===== src/rtl/i2cmb_byte_fsm.sv =====
// Byte-level command engine of the i2cmb: expands byte commands into bit-engine requests.
// Optional saturating statistics counters are built when I2CMB_BYTE_FSM_STATS_EN is defined.
module i2cmb_byte_fsm #(
    parameter int unsigned NUM_BUSES  = 16,
    parameter int unsigned WAIT_TICKS = 1000,
    localparam int unsigned BUS_W     = (NUM_BUSES > 1) ? $clog2(NUM_BUSES) : 1
) (
    input  logic             clk,
    input  logic             rst_n,
    input  logic             cmd_valid_i,
    output logic             cmd_ready_o,
    input  logic [2:0]       cmd_code_i,
    input  logic [7:0]       cmd_data_i,
    output logic             rsp_valid_o,
    output logic [1:0]       rsp_code_o,
    output logic [7:0]       rd_data_o,
    output logic [BUS_W-1:0] bus_id_o,
    output logic             bus_captured_o,
    output logic             bit_req_o,
    output logic [1:0]       bit_op_o,
    output logic             bit_wdata_o,
    input  logic             bit_done_i,
    input  logic             bit_rdata_i,
    input  logic             bit_al_i,
    output logic [15:0]      stat_bytes_o,
    output logic [15:0]      stat_naks_o
);

    localparam int unsigned WAIT_MAX = 255 * WAIT_TICKS;
    localparam int unsigned CNT_RAW  = $clog2(WAIT_MAX + 1);
    localparam int unsigned CNT_W    = (CNT_RAW < 18) ? 18 : CNT_RAW;

    localparam logic [3:0] S_IDLE     = 4'd0;
    localparam logic [3:0] S_START    = 4'd1;
    localparam logic [3:0] S_STOP     = 4'd2;
    localparam logic [3:0] S_WR_BIT   = 4'd3;
    localparam logic [3:0] S_WR_ACK   = 4'd4;
    localparam logic [3:0] S_RD_BIT   = 4'd5;
    localparam logic [3:0] S_RD_ACK   = 4'd6;
    localparam logic [3:0] S_WAIT_CNT = 4'd7;
    localparam logic [3:0] S_RESP     = 4'd8;

    localparam logic [2:0] C_START    = 3'd0;
    localparam logic [2:0] C_STOP     = 3'd1;
    localparam logic [2:0] C_READ_ACK = 3'd2;
    localparam logic [2:0] C_READ_NAK = 3'd3;
    localparam logic [2:0] C_WRITE    = 3'd4;
    localparam logic [2:0] C_SET_BUS  = 3'd5;
    localparam logic [2:0] C_WAIT     = 3'd6;

    localparam logic [1:0] R_DON = 2'd0;
    localparam logic [1:0] R_NAK = 2'd1;
    localparam logic [1:0] R_AL  = 2'd2;
    localparam logic [1:0] R_ERR = 2'd3;

    localparam logic [1:0] OP_START = 2'd0;
    localparam logic [1:0] OP_STOP  = 2'd1;
    localparam logic [1:0] OP_WR    = 2'd2;
    localparam logic [1:0] OP_RD    = 2'd3;

    logic [3:0]       state_q, state_d;
    logic             cmd_ready_q, cmd_ready_d;
    logic             rsp_valid_q, rsp_valid_d;
    logic [1:0]       rsp_code_q, rsp_code_d;
    logic [1:0]       res_q, res_d;
    logic [7:0]       rd_data_q, rd_data_d;
    logic [7:0]       rd_shift_q, rd_shift_d;
    logic [7:0]       wr_shift_q, wr_shift_d;
    logic             rd_nak_q, rd_nak_d;
    logic [2:0]       bit_cnt_q, bit_cnt_d;
    logic [BUS_W-1:0] bus_id_q, bus_id_d;
    logic             captured_q, captured_d;
    logic             bit_req_q, bit_req_d;
    logic [1:0]       bit_op_q, bit_op_d;
    logic             bit_wdata_q, bit_wdata_d;
    logic [CNT_W-1:0] cnt_q, cnt_d;
    logic             bit_state_c;
    logic [1:0]       op_c;
    logic             wd_c;

    // State and output registers
    always_ff @(posedge clk or negedge rst_n) begin
        if (!rst_n) begin
            state_q     <= S_IDLE;
            cmd_ready_q <= 1'b1;
            rsp_valid_q <= 1'b0;
            rsp_code_q  <= R_DON;
            res_q       <= R_DON;
            rd_data_q   <= 8'h00;
            rd_shift_q  <= 8'h00;
            wr_shift_q  <= 8'h00;
            rd_nak_q    <= 1'b0;
            bit_cnt_q   <= 3'd0;
            bus_id_q    <= '0;
            captured_q  <= 1'b0;
            bit_req_q   <= 1'b0;
            bit_op_q    <= OP_START;
            bit_wdata_q <= 1'b0;
            cnt_q       <= '0;
        end else begin
            state_q     <= state_d;
            cmd_ready_q <= cmd_ready_d;
            rsp_valid_q <= rsp_valid_d;
            rsp_code_q  <= rsp_code_d;
            res_q       <= res_d;
            rd_data_q   <= rd_data_d;
            rd_shift_q  <= rd_shift_d;
            wr_shift_q  <= wr_shift_d;
            rd_nak_q    <= rd_nak_d;
            bit_cnt_q   <= bit_cnt_d;
            bus_id_q    <= bus_id_d;
            captured_q  <= captured_d;
            bit_req_q   <= bit_req_d;
            bit_op_q    <= bit_op_d;
            bit_wdata_q <= bit_wdata_d;
            cnt_q       <= cnt_d;
        end
    end

    // Next-state and datapath logic
    always_comb begin
        state_d     = state_q;
        rsp_valid_d = 1'b0;
        rsp_code_d  = rsp_code_q;
        res_d       = res_q;
        rd_data_d   = rd_data_q;
        rd_shift_d  = rd_shift_q;
        wr_shift_d  = wr_shift_q;
        rd_nak_d    = rd_nak_q;
        bit_cnt_d   = bit_cnt_q;
        bus_id_d    = bus_id_q;
        captured_d  = captured_q;
        bit_req_d   = bit_req_q;
        bit_op_d    = bit_op_q;
        bit_wdata_d = bit_wdata_q;
        cnt_d       = cnt_q;
        op_c        = OP_START;
        wd_c        = 1'b0;
        bit_state_c = 1'b0;

        case (state_q)
            S_START:  begin bit_state_c = 1'b1; op_c = OP_START; end
            S_STOP:   begin bit_state_c = 1'b1; op_c = OP_STOP; end
            S_WR_BIT: begin bit_state_c = 1'b1; op_c = OP_WR; wd_c = wr_shift_q[7]; end
            S_WR_ACK: begin bit_state_c = 1'b1; op_c = OP_RD; end
            S_RD_BIT: begin bit_state_c = 1'b1; op_c = OP_RD; end
            S_RD_ACK: begin bit_state_c = 1'b1; op_c = OP_WR; wd_c = rd_nak_q; end
            default:  ;
        endcase

        case (state_q)
            S_IDLE: begin
                if (cmd_valid_i && cmd_ready_q) begin
                    wr_shift_d = cmd_data_i;
                    rd_nak_d   = (cmd_code_i == C_READ_NAK);
                    bit_cnt_d  = 3'd0;
                    cnt_d      = '0;
                    res_d      = R_ERR;
                    // Commands with no bit ops reuse WAIT_CNT with a zero count
                    state_d    = S_WAIT_CNT;
                    case (cmd_code_i)
                        C_START: begin
                            state_d = S_START;
                            res_d   = R_DON;
                        end
                        C_STOP:  if (captured_q) state_d = S_STOP;
                        C_READ_ACK, C_READ_NAK: if (captured_q) state_d = S_RD_BIT;
                        C_WRITE: if (captured_q) state_d = S_WR_BIT;
                        C_SET_BUS: begin
                            if ((32'(cmd_data_i) < NUM_BUSES) && !captured_q) begin
                                bus_id_d = BUS_W'(cmd_data_i);
                                res_d    = R_DON;
                            end
                        end
                        C_WAIT: begin
                            if (!captured_q) begin
                                cnt_d = CNT_W'(cmd_data_i) * CNT_W'(WAIT_TICKS);
                                res_d = R_DON;
                            end
                        end
                        default: ;
                    endcase
                end
            end
            S_WAIT_CNT: begin
                if (cnt_q == '0) state_d = S_RESP;
                else cnt_d = cnt_q - CNT_W'(1);
            end
            S_RESP: begin
                rsp_valid_d = 1'b1;
                rsp_code_d  = res_q;
                state_d     = S_IDLE;
            end
            default: ;
        endcase

        if (bit_state_c) begin
            if (!bit_req_q) begin
                bit_req_d   = 1'b1;
                bit_op_d    = op_c;
                bit_wdata_d = wd_c;
            end else if (bit_done_i) begin
                bit_req_d = 1'b0;
                if (bit_al_i) begin
                    res_d      = R_AL;
                    captured_d = 1'b0;
                    state_d    = S_RESP;
                end else begin
                    case (state_q)
                        S_START: begin
                            captured_d = 1'b1;
                            res_d      = R_DON;
                            state_d    = S_RESP;
                        end
                        S_STOP: begin
                            captured_d = 1'b0;
                            res_d      = R_DON;
                            state_d    = S_RESP;
                        end
                        S_WR_BIT: begin
                            wr_shift_d = {wr_shift_q[6:0], 1'b0};
                            bit_cnt_d  = bit_cnt_q + 3'd1;
                            if (bit_cnt_q == 3'd7) state_d = S_WR_ACK;
                        end
                        S_WR_ACK: begin
                            res_d   = bit_rdata_i ? R_NAK : R_DON;
                            state_d = S_RESP;
                        end
                        S_RD_BIT: begin
                            rd_shift_d = {rd_shift_q[6:0], bit_rdata_i};
                            bit_cnt_d  = bit_cnt_q + 3'd1;
                            if (bit_cnt_q == 3'd7) state_d = S_RD_ACK;
                        end
                        S_RD_ACK: begin
                            rd_data_d = rd_shift_q;
                            res_d     = R_DON;
                            state_d   = S_RESP;
                        end
                        default: ;
                    endcase
                end
            end
        end

        // Ready stays low through the response cycle and rises one cycle later
        cmd_ready_d = (state_d == S_IDLE) && (state_q != S_RESP);
    end

    assign cmd_ready_o    = cmd_ready_q;
    assign rsp_valid_o    = rsp_valid_q;
    assign rsp_code_o     = rsp_code_q;
    assign rd_data_o      = rd_data_q;
    assign bus_id_o       = bus_id_q;
    assign bus_captured_o = captured_q;
    assign bit_req_o      = bit_req_q;
    assign bit_op_o       = bit_op_q;
    assign bit_wdata_o    = bit_wdata_q;

`ifdef I2CMB_BYTE_FSM_STATS_EN
    logic [15:0] stat_bytes_q;
    logic [15:0] stat_naks_q;
    logic        byte_end_c;
    logic        nak_c;

    // A byte counts when its ack phase completes without arbitration loss
    assign byte_end_c = bit_req_q && bit_done_i && !bit_al_i &&
                        ((state_q == S_WR_ACK) || (state_q == S_RD_ACK));
    assign nak_c      = byte_end_c && (state_q == S_WR_ACK) && bit_rdata_i;

    always_ff @(posedge clk or negedge rst_n) begin
        if (!rst_n) begin
            stat_bytes_q <= 16'h0000;
            stat_naks_q  <= 16'h0000;
        end else begin
            if (byte_end_c && (stat_bytes_q != 16'hFFFF)) stat_bytes_q <= stat_bytes_q + 16'd1;
            if (nak_c && (stat_naks_q != 16'hFFFF)) stat_naks_q <= stat_naks_q + 16'd1;
        end
    end

    assign stat_bytes_o = stat_bytes_q;
    assign stat_naks_o  = stat_naks_q;
`else
    assign stat_bytes_o = 16'h0000;
    assign stat_naks_o  = 16'h0000;
`endif

endmodule


===== config.mk =====
export PLATFORM = sky130hd
export DESIGN_NAME = i2cmb_byte_fsm
export DESIGN_NICKNAME = d
export VERILOG_FILES = /design/src/rtl/i2cmb_byte_fsm.sv
export SDC_FILE = /design/constraint.sdc
export NUM_CORES = 1
export LEC_CHECK = 0
export BUFFER_PORTS_ARGS = -buffer_cell sky130_fd_sc_hd__buf_4
export CAP_MARGIN = 15
export CORE_MARGIN = 2
export CORE_UTILIZATION = 45
export CTS_CLUSTER_SIZE = 14
export DETAILED_ROUTE_END_ITERATION = 8
export PLACE_DENSITY_LB_ADDON = 0.12
export REMOVE_ABC_BUFFERS = 1
export SYNTH_ARGS = -nofsm -noshare
export SYNTH_HDL_FRONTEND = slang
export SYNTH_SLANG_ARGS = --single-unit

===== constraint.sdc =====
create_clock -name clk -period 2.4 [get_ports clk]
set_clock_uncertainty 0.1 [all_clocks]
set_input_delay 0.24 -clock clk [delete_from_list [all_inputs] [get_ports clk]]
set_output_delay 0.24 -clock clk [all_outputs]
set_load 0.02 [all_outputs]

After elaboration in Yosys (flattened, before gate mapping). Cells that the tools add are included.

Bits in registers: 65. Bits in latches: 0. RAM bits: 0. Bits in read-only memories: 0. Input port bits: 17. Logic and storage cells: 116. Memories: 0.

$add $sub $neg: 2. Multipliers: 1. Divide/modulo/power cells: 0. Order comparisons: 1. Eq/ne operators: 18. Shift operators: 0. Mux-type cells: 52. Bitwise gates (word level): 2. Reduce and logical (&&, ||, !) cells: 24.

Operators with widths (number): $mux 18 (4); $mux 8 (7); $pmux 18 s2 (1); $mux 4 (8); $mux 3 (9); $pmux 4 s3 (2); $logic_not 18->1 (1); $mux 2 (9); $sub 18x1->18 const B (1); $eq 4x3->1 const B (4); $mul 8x7->15 const B (1); $eq 3x3->1 const B (4); $pmux 2 s3 (2); $pmux 3 s4 (1); $reduce_and 5->1 (2); $eq 4x2->1 const B (2); $logic_not 4->1 (2); $lt 8x5->1 const B (1); $reduce_and 4->1 (2); $reduce_or 2->1 (4); $eq 3x2->1 const B (2); $mux 1 (6); $reduce_or 6->1 (1); $eq 4x1->1 const B (1); 17 further kinds (23).

Longest topological paths before layout. Gate-level depths: netlist (run 1).

Word-level depth: 13. Depth in mapped cells: 14. Gate-level depth less buffers: 14.

Worst setup path before layout (run 1). No wires, ideal clock.

Path kind: input to register. Start: in cmd_data_i[1]. End: reg cnt_q[15]. Setup time: 0.124 ns. Arrival: 3.690 ns. Path slack: -1.514 ns. Stages on the path: 13. Buffers on the path: 0. Cell sequence: fa_1 inv_1 fa_1 fa_1 fa_1 inv_1 ha_1 a21oi_1 o21ai_0 a31oi_1 and4b_1 a211oi_1 nand2_1.

Longest elaborated chain between the ends: 5.

Ends and longest elaborated chain: from (decl) (RTL line 13) `input logic [7:0] cmd_data_i,`; $mul 8x7->15 (RTL line 177) `cnt_d = CNT_W'(cmd_data_i) * CNT_W'(WAIT_TICKS);`; $mux 18 (RTL line 176) `if (!captured_q) begin`; $mux 18 (RTL line 161) `case (cmd_code_i)`; $mux 18 (RTL line 153) `if (cmd_valid_i && cmd_ready_q) begin`; $pmux 18 s2 (RTL line 151) `case (state_q)`; to (signal assigned) (RTL line 116) `cnt_q <= cnt_d;`; to (decl) (RTL line 76) `logic [CNT_W-1:0] cnt_q, cnt_d;`.

Every way passes these cells. The select of a mux whose other input is x is not followed. A chain may end at the register's enable or synchronous reset.

Worst setup path in the final report (run 1).
Start: in cmd_data_i[3]. End: reg cnt_q[14].

The elaborated chain is that of the path after synthesis.

==> run_results.csv, run 1 <==
group,metric,value,unit
timing,max_slew.worst_pin.slew,0.850,ns
hold_path,holdPathEnd,"rd_nak_q",
die,die_w,112,µm
detailed_routing,wl_per_cell,15.8,µm
finish,postLayoutCoreUtil,57.9,%
worst_setup_path,reg2regPathDepth,7,
worst_setup_path,crit_required,2.52,ns
pwr,power_density,698,nW/µm²
synth,ys_ff_latch,65,
timing,final.setup.tns,-9.88,ns
finish,nets,750,
worst_setup_path,critPathMaxFanout,3,
detailed_routing,ant_nets,0,
pwr,power.net_switching,1600,µW
timing,period_share,148,%
timing,rsz0062_at_grt,"true",
clock_network,numCtsBuffers,9,
worst_setup_path,end_kind,"register",
die,start_util,45.9,%
placed_design,place_congestion,0.901,
die,dieArea,12500,µm²
placed_design,port_buffers,37,
timing,hold_viol,0,
detailed_routing,drtPass1Iterations,6,
finish,fillerInstances,993,
detailed_routing,drt_iter0_drc,386,
timing,maxSlewViolCount,0,
pwr,clock_power_share,30.1,%
clock_network,clock_latency,0.34,ns
synth,synth_cell_types,70,
worst_setup_path,worstSetupStartpointType,"input pin",
detailed_routing,vias,4427,
timing,slew-limit-headroom,43.3,%
timing,finalSetupViolations,10,
synth,synth-main-ff-cell,"dfrtp_1",
die,fp-row-count,39,
synth,avgSynthCellArea,9.24,µm²
clock_network,cts_root_buffer,"clkbuf_16",
die,io_pins,70,
pwr,p_leak,0.00315,µW
worst_setup_path,r2r-start,"cnt_q[5]",
hold_path,holdCritPathClass,"input pin to register",
detailed_routing,viasPerCell,5.43,
worst_setup_path,r2r_slack,0.11,ns
global_route,grt_overflow,0,
finish,drive_gt1_share,28.2,%
timing,postLayoutSetupSlackWorst,-1.15,ns
global_route,grt_pass1_vias,4369,
synth,netlist_area,5220,µm²
finish,multi_input_area,3370,µm²
timing,max_freq,282,MHz
clock_network,tritoncts,"built",
clock_network,cts_buffer_depth,2,
worst_setup_path,rr_endpoint,"cnt_q[14]",
synth,synth-edff-count,0,
global_route,grt_pass1_wl,21.7,mm
synth,ys_seq_area_share,31.2,%
worst_setup_path,critPathKind,"input pin to register",
timing,hold_ws,0.0551,ns
timing,period_needed,3.55,ns
global_route,grt_start_max_net_pins,66,
synth,syn_inst,565,
global_route,antenna_found_initial,0,
synth,yosys_warnings,0,
finish,mostFrequentLayoutCell,"buf_4",
flow_run,cap_viol_max_count,0,
pwr,p_int,3000,µW
synth,async_flop_share,100,%
pwr,p_seq_share,23.8,%
pwr,combPwrFrac,46.1,%
clock_network,htreeDepth,3,
die,die_h,112,µm
run_status,status,"complete, but fails checks",
finish,layout_common_cells,"99 x buf_4, 64 x dfrtp_1, 59 x nand2_1",
finish,antenna_cells,0,
clock_network,cts.sinks,65,
worst_setup_path,crit_arrival,3.66,ns
die,core,11400,µm²
placed_design,hpwlAfterDp,9.56,mm
hold_path,hold_depth,2,
run_status,violations,"setup timing",
pwr,ir_worst_vdd,0.603,mV
clock_network,clk_pin_slew,0.06,ns
hold_path,min-delay-start,"cmd_code_i[2]",
detailed_routing,routed_wl,12.9,mm
finish,syn_to_final_growth,26.1,%
pwr,p_sw_share,34.8,%
finish,regArea,1630,µm²
global_route,track_usage,21.4,%
detailed_routing,route.detailed.drc,0,
[through the flow]
| stage | std cells | setup WS (ns) | total power [µW] | instance area, µm² |
|---|---|---|---|---|
| floorplan | 542 | -1.52 | 2120 | 4960 |
| global placement | 793 | -1.78 | 2700 | 5950 |
| detailed placement | 793 | -1.83 | 2720 | 5950 |
| CTS | 816 | -1.26 | 4480 | 6510 |
| global route | 816 | -1.29 | 4880 | 6590 |
| finish | 816 | -1.15 | 4600 | 6590 |
[repair_timing]
action / 4_1_cts / 5_1_grt
setup endpoints to repair: 10 / 34
gates cloned: 0 / 0
buffers inserted: 6 / 0
hold buffers: 1 / 0
gates resized for setup: 38 / 18
pin swaps: 30 / 9
hold endpoints to repair: 64 / 0
[worst max-delay path, cell delays in order]
cell,delay (ns)
buf_6,0.10
fa_1,0.53
inv_1,0.05
fa_1,0.49
fa_1,0.44
fa_1,0.52
inv_2,0.05
ha_4,0.29
buf_6,0.10
o211ai_1,0.09
a21boi_1,0.22
o41ai_2,0.09
xnor2_1,0.13
a221o_1,0.32
[cells in the mapped netlist, types with 3 or more instances]
master | count | share of area (%)
o22ai_1 | 7 | 0.84
xor2_1 | 7 | 1.2
nand3b_1 | 4 | 0.58
nor2_1 | 40 | 2.9
a21boi_0 | 5 | 0.72
a211oi_1 | 3 | 0.43
nand2b_1 | 4 | 0.48
buf_1 | 3 | 0.22
a31oi_1 | 15 | 1.8
fa_1 | 22 | 8.4
or3_1 | 4 | 0.48
o211ai_1 | 4 | 0.58
inv_1 | 43 | 3.1
nor4_1 | 5 | 0.60
a21oi_1 | 22 | 2.1
buf_4 | 32 | 4.6
nor3_1 | 16 | 1.5
a21o_1 | 5 | 0.72
o32ai_1 | 4 | 0.67
xnor2_1 | 5 | 0.84
clkbuf_8 | 5 | 1.3
nand2_1 | 59 | 4.2
clkbuf_1 | 12 | 0.86
dfrtp_1 | 64 | 31
ha_1 | 43 | 10
mux2_2 | 20 | 4.3
nor2b_1 | 6 | 0.72
nor4b_1 | 4 | 0.67
nand4_1 | 6 | 0.72
nand3_1 | 8 | 0.77
a32oi_1 | 3 | 0.50
o21ai_0 | 37 | 3.5
[kinds of logic after synthesis]
kind of cell             count (synthesis)  synth area share (%)
AO/OA/AOI/OAI                          125                  15.5
buffers and inverters                   97                  10.3
multiplexers                            21                  4.51
adder cells (fa/ha/maj)                 67                  19.1
other                                    1                0.0718
AND/OR/NAND/NOR                        177                  17.3
XOR/XNOR                                12                  2.01
flip-flops                              65                  31.2
[power by group through the flow]
| stage | Clock (µW) | Combinational [µW] | Sequential (µW) |
|---|---|---|---|
| after floorplan | 0 | 1010 | 1120 |
| after global placement | 0 | 1590 | 1120 |
| after detailed placement | 0 | 1600 | 1120 |
| after CTS | 1400 | 1980 | 1100 |
| after global routing | 1450 | 2340 | 1100 |
| final | 1380 | 2120 | 1100 |
[worst max path at each step]
stage,from,end,depth (start not counted)
after floorplan,cmd_data_i[1],cnt_q[15],13
after global placement,cmd_data_i[1],cnt_q[15],14
after detailed placement,cmd_data_i[1],cnt_q[15],14
after CTS,cmd_data_i[2],cnt_q[14],14
after global routing,cmd_data_i[4],cnt_q[14],15
final,cmd_data_i[3],cnt_q[14],14
[flip-flops by register name (all words and copies together) (netlist names), 2 cells and up]
signal and cells:
rd_data_o 8, rd_shift_q 8, res_q 2, bus_id_o 4, wr_shift_q 8, bit_op_o 2
bit_cnt_q 3, rsp_code_o 2, cnt_q 18, state_q 4
[layout make-up]
class	instances	share of cell area, %
clock buffer	9	3.42
clock inverter	7	1.27
inverter	43	2.45
multi-input combinational	434	51.2
sequential	65	24.7
tap	143	2.72
timing repair buffer	115	14.2
[layer usage]
metal  track usage [%]  vias up  part of all wire (%)
met3              3.16       14                   3.7
met5                 0        -                     0
li1                  -     2144                     -
met4              6.67        0                   1.5
met2              35.6      107                    49
met1              29.0     2162                    46
No activity file was read; power rests on OpenSTA's default activity.
==> run 2: changes to the inputs <==
- CORE_MARGIN: 2 -> unset
==> run 2 against run 1 <==
Compared with the run above:
- the run still ends with setup timing left
- core utilization increased by 1.9 points
- sequential power about the same
- flip-flop and latch count unchanged
- total power increased by 1.9%
- fmax decreased by 2.5%
- setup slack got worse by 0.091 ns
- worst hold slack got worse by 0.010 ns
- final cell count decreased by 0.12%
- combinational power increased by 5%
- non-clock buffer count increased by 2
- critical path depth increased by 1
- critical endpoint is now cnt_q[12]
==> run_results.csv, run 2 (synthesis gave the netlist of run 1 again) <==
group,metric,value,unit
die,die_h,110,µm
timing,finalSetupViolations,10,
clock_network,cts.sinks,65,
hold_path,hold_depth,2,
finish,fillerInstances,944,
clock_network,htreeDepth,3,
timing,maxSlewViolCount,0,
flow_run,cap_viol_max_count,0,
run_status,violations,"setup timing",
worst_setup_path,end_kind,"register",
placed_design,hpwlAfterDp,9.49,mm
timing,slew-limit-headroom,43.0,%
clock_network,cts_root_buffer,"clkbuf_16",
finish,nets,752,
hold_path,holdCritPathClass,"input pin to register",
worst_setup_path,crit_arrival,3.76,ns
placed_design,place_area,5960,µm²
placed_design,port_buffers,37,
die,start_util,47.1,%
global_route,grt_pass1_vias,4384,
run_status,status,"complete, but fails checks",
finish,syn_to_final_growth,26.9,%
timing,period_share,152,%
worst_setup_path,crit_start,"cmd_data_i[1]",
detailed_routing,routed_wl,12.9,mm
worst_setup_path,worstSetupStartpointType,"input pin",
pwr,p_leak,0.00315,µW
die,fp-row-count,38,
placed_design,place_ws,-1.90,ns
detailed_routing,drt_iter0_drc,348,
worst_setup_path,reg2regPathDepth,7,
global_route,track_usage,23.0,%
placed_design,place_congestion,0.879,
clock_network,clk_pin_slew,0.06,ns
finish,drive_gt1_share,29.3,%
global_route,antenna_found_initial,0,
worst_setup_path,critPathMaxFanout,3,
die,core,11100,µm²
timing,hold_viol,0,
clock_network,clock_latency,0.33,ns
clock_network,numCtsBuffers,9,
worst_setup_path,r2r-start,"cnt_q[5]",
clock_network,cts_buffer_depth,2,
worst_setup_path,critPathKind,"input pin to register",
finish,antenna_cells,0,
finish,layout_common_cells,"104 x buf_4, 64 x dfrtp_1, 59 x nand2_1",
die,die_w,110,µm
detailed_routing,wl_per_cell,15.8,µm
timing,rsz0062_at_grt,"true",
timing,postLayoutSetupSlackWorst,-1.24,ns
pwr,ir_worst_vdd,0.718,mV
global_route,grt_start_max_net_pins,66,
timing,period_needed,3.64,ns
detailed_routing,vias,4496,
finish,regMostFlops,"cnt_q",
global_route,grt_overflow,0,
die,dieArea,12000,µm²
detailed_routing,drtPass1Iterations,5,
finish,largest_register_ff_count,18,
global_route,grt_pass1_wl,21.2,mm
clock_network,tritoncts,"built",
hold_path,min-delay-start,"cmd_code_i[2]",
detailed_routing,viasPerCell,5.52,
timing,final.setup.tns,-10.95,ns
detailed_routing,ant_nets,0,
timing,max_freq,275,MHz
die,io_pins,70,
finish,final_area,6620,µm²
worst_setup_path,crit_required,2.52,ns
pwr,power_density,707,nW/µm²
finish,mostFrequentLayoutCell,"buf_4",
timing,hold_ws,0.0447,ns
detailed_routing,route.detailed.drc,0,
timing,max_slew.worst_pin.slew,0.855,ns
[run 2: cell count changes in the layout (fill, tap and decap cells not counted), moves of 2 or more]
cell	previous run	this run
buf_4	99	104
buf_6	12	8
clkinv_4	2	0
ha_1	35	33
ha_4	7	9
inv_1	40	37
inv_2	3	5
o21ai_0	30	32
o21ai_1	5	3
[run 2: worst paths after layout]
check | end | slack, ns
max | cnt_q[12] | -1.24
min | rd_nak_q | 0.04
max reg2reg | cnt_q[17] | 0.11
min reg2reg | bus_id_o[3] | 0.38
max in group asynchronous | wr_shift_q[2] | 1.18
min in group asynchronous | rd_shift_q[4] | 0.45
[run 2: final cells by class]
class	count	area, µm²	area share, %
clock buffers	9	225	3.40
clock inverters	7	76.3	1.15
inverters	43	164	2.47
multi-input cells	434	3410	51.5
flip-flops and latches	65	1630	24.6
well taps	140	175	2.64
repair buffers	117	941	14.2
[run 2: timing repair]
| action | in CTS | in global routing |
|---|---|---|
| setup buffers | 4 | 4 |
| pin swaps | 29 | 15 |
| resized for setup | 44 | 16 |
| endpoints found under the hold margin | 64 | 0 |
| setup endpoints to repair | 10 | 33 |
| hold buffers | 1 | 0 |
[run 2: where the power goes]
part	internal (µW)	switching, µW	total [µW]
Clock	813	546	1360
Sequential	1100	0	1100
Combinational	1150	1080	2230
[run 2: metal layers]
layer / share of wire, % / track usage [%] / vias to the layer above
li1: - / - / 2144
met1: 44 / 29.8 / 2166
met2: 48 / 38.2 / 158
met3: 4.9 / 3.50 / 28
met4: 3.1 / 9.52 / 0
met5: 0 / 0 / -
[run 2: stage by stage]
step	total power, µW	util [%]	instances
2_1_floorplan	2120	-	542
3_3_place_gp	2760	53.8	791
5_1_grt	4970	59.8	815
4_1_cts	4600	58.8	812
6_report	4680	59.8	815
3_5_place_dp	2800	53.8	791
[run 2: critical path, stage by stage]
cell	delay, ns
buf_8	0.10
fa_1	0.57
inv_2	0.05
fa_1	0.49
fa_1	0.45
fa_1	0.54
inv_2	0.06
ha_4	0.21
buf_6	0.11
o211ai_1	0.10
a21boi_2	0.10
buf_4	0.15
or3_1	0.34
a31oi_1	0.15
o21ai_1	0.09
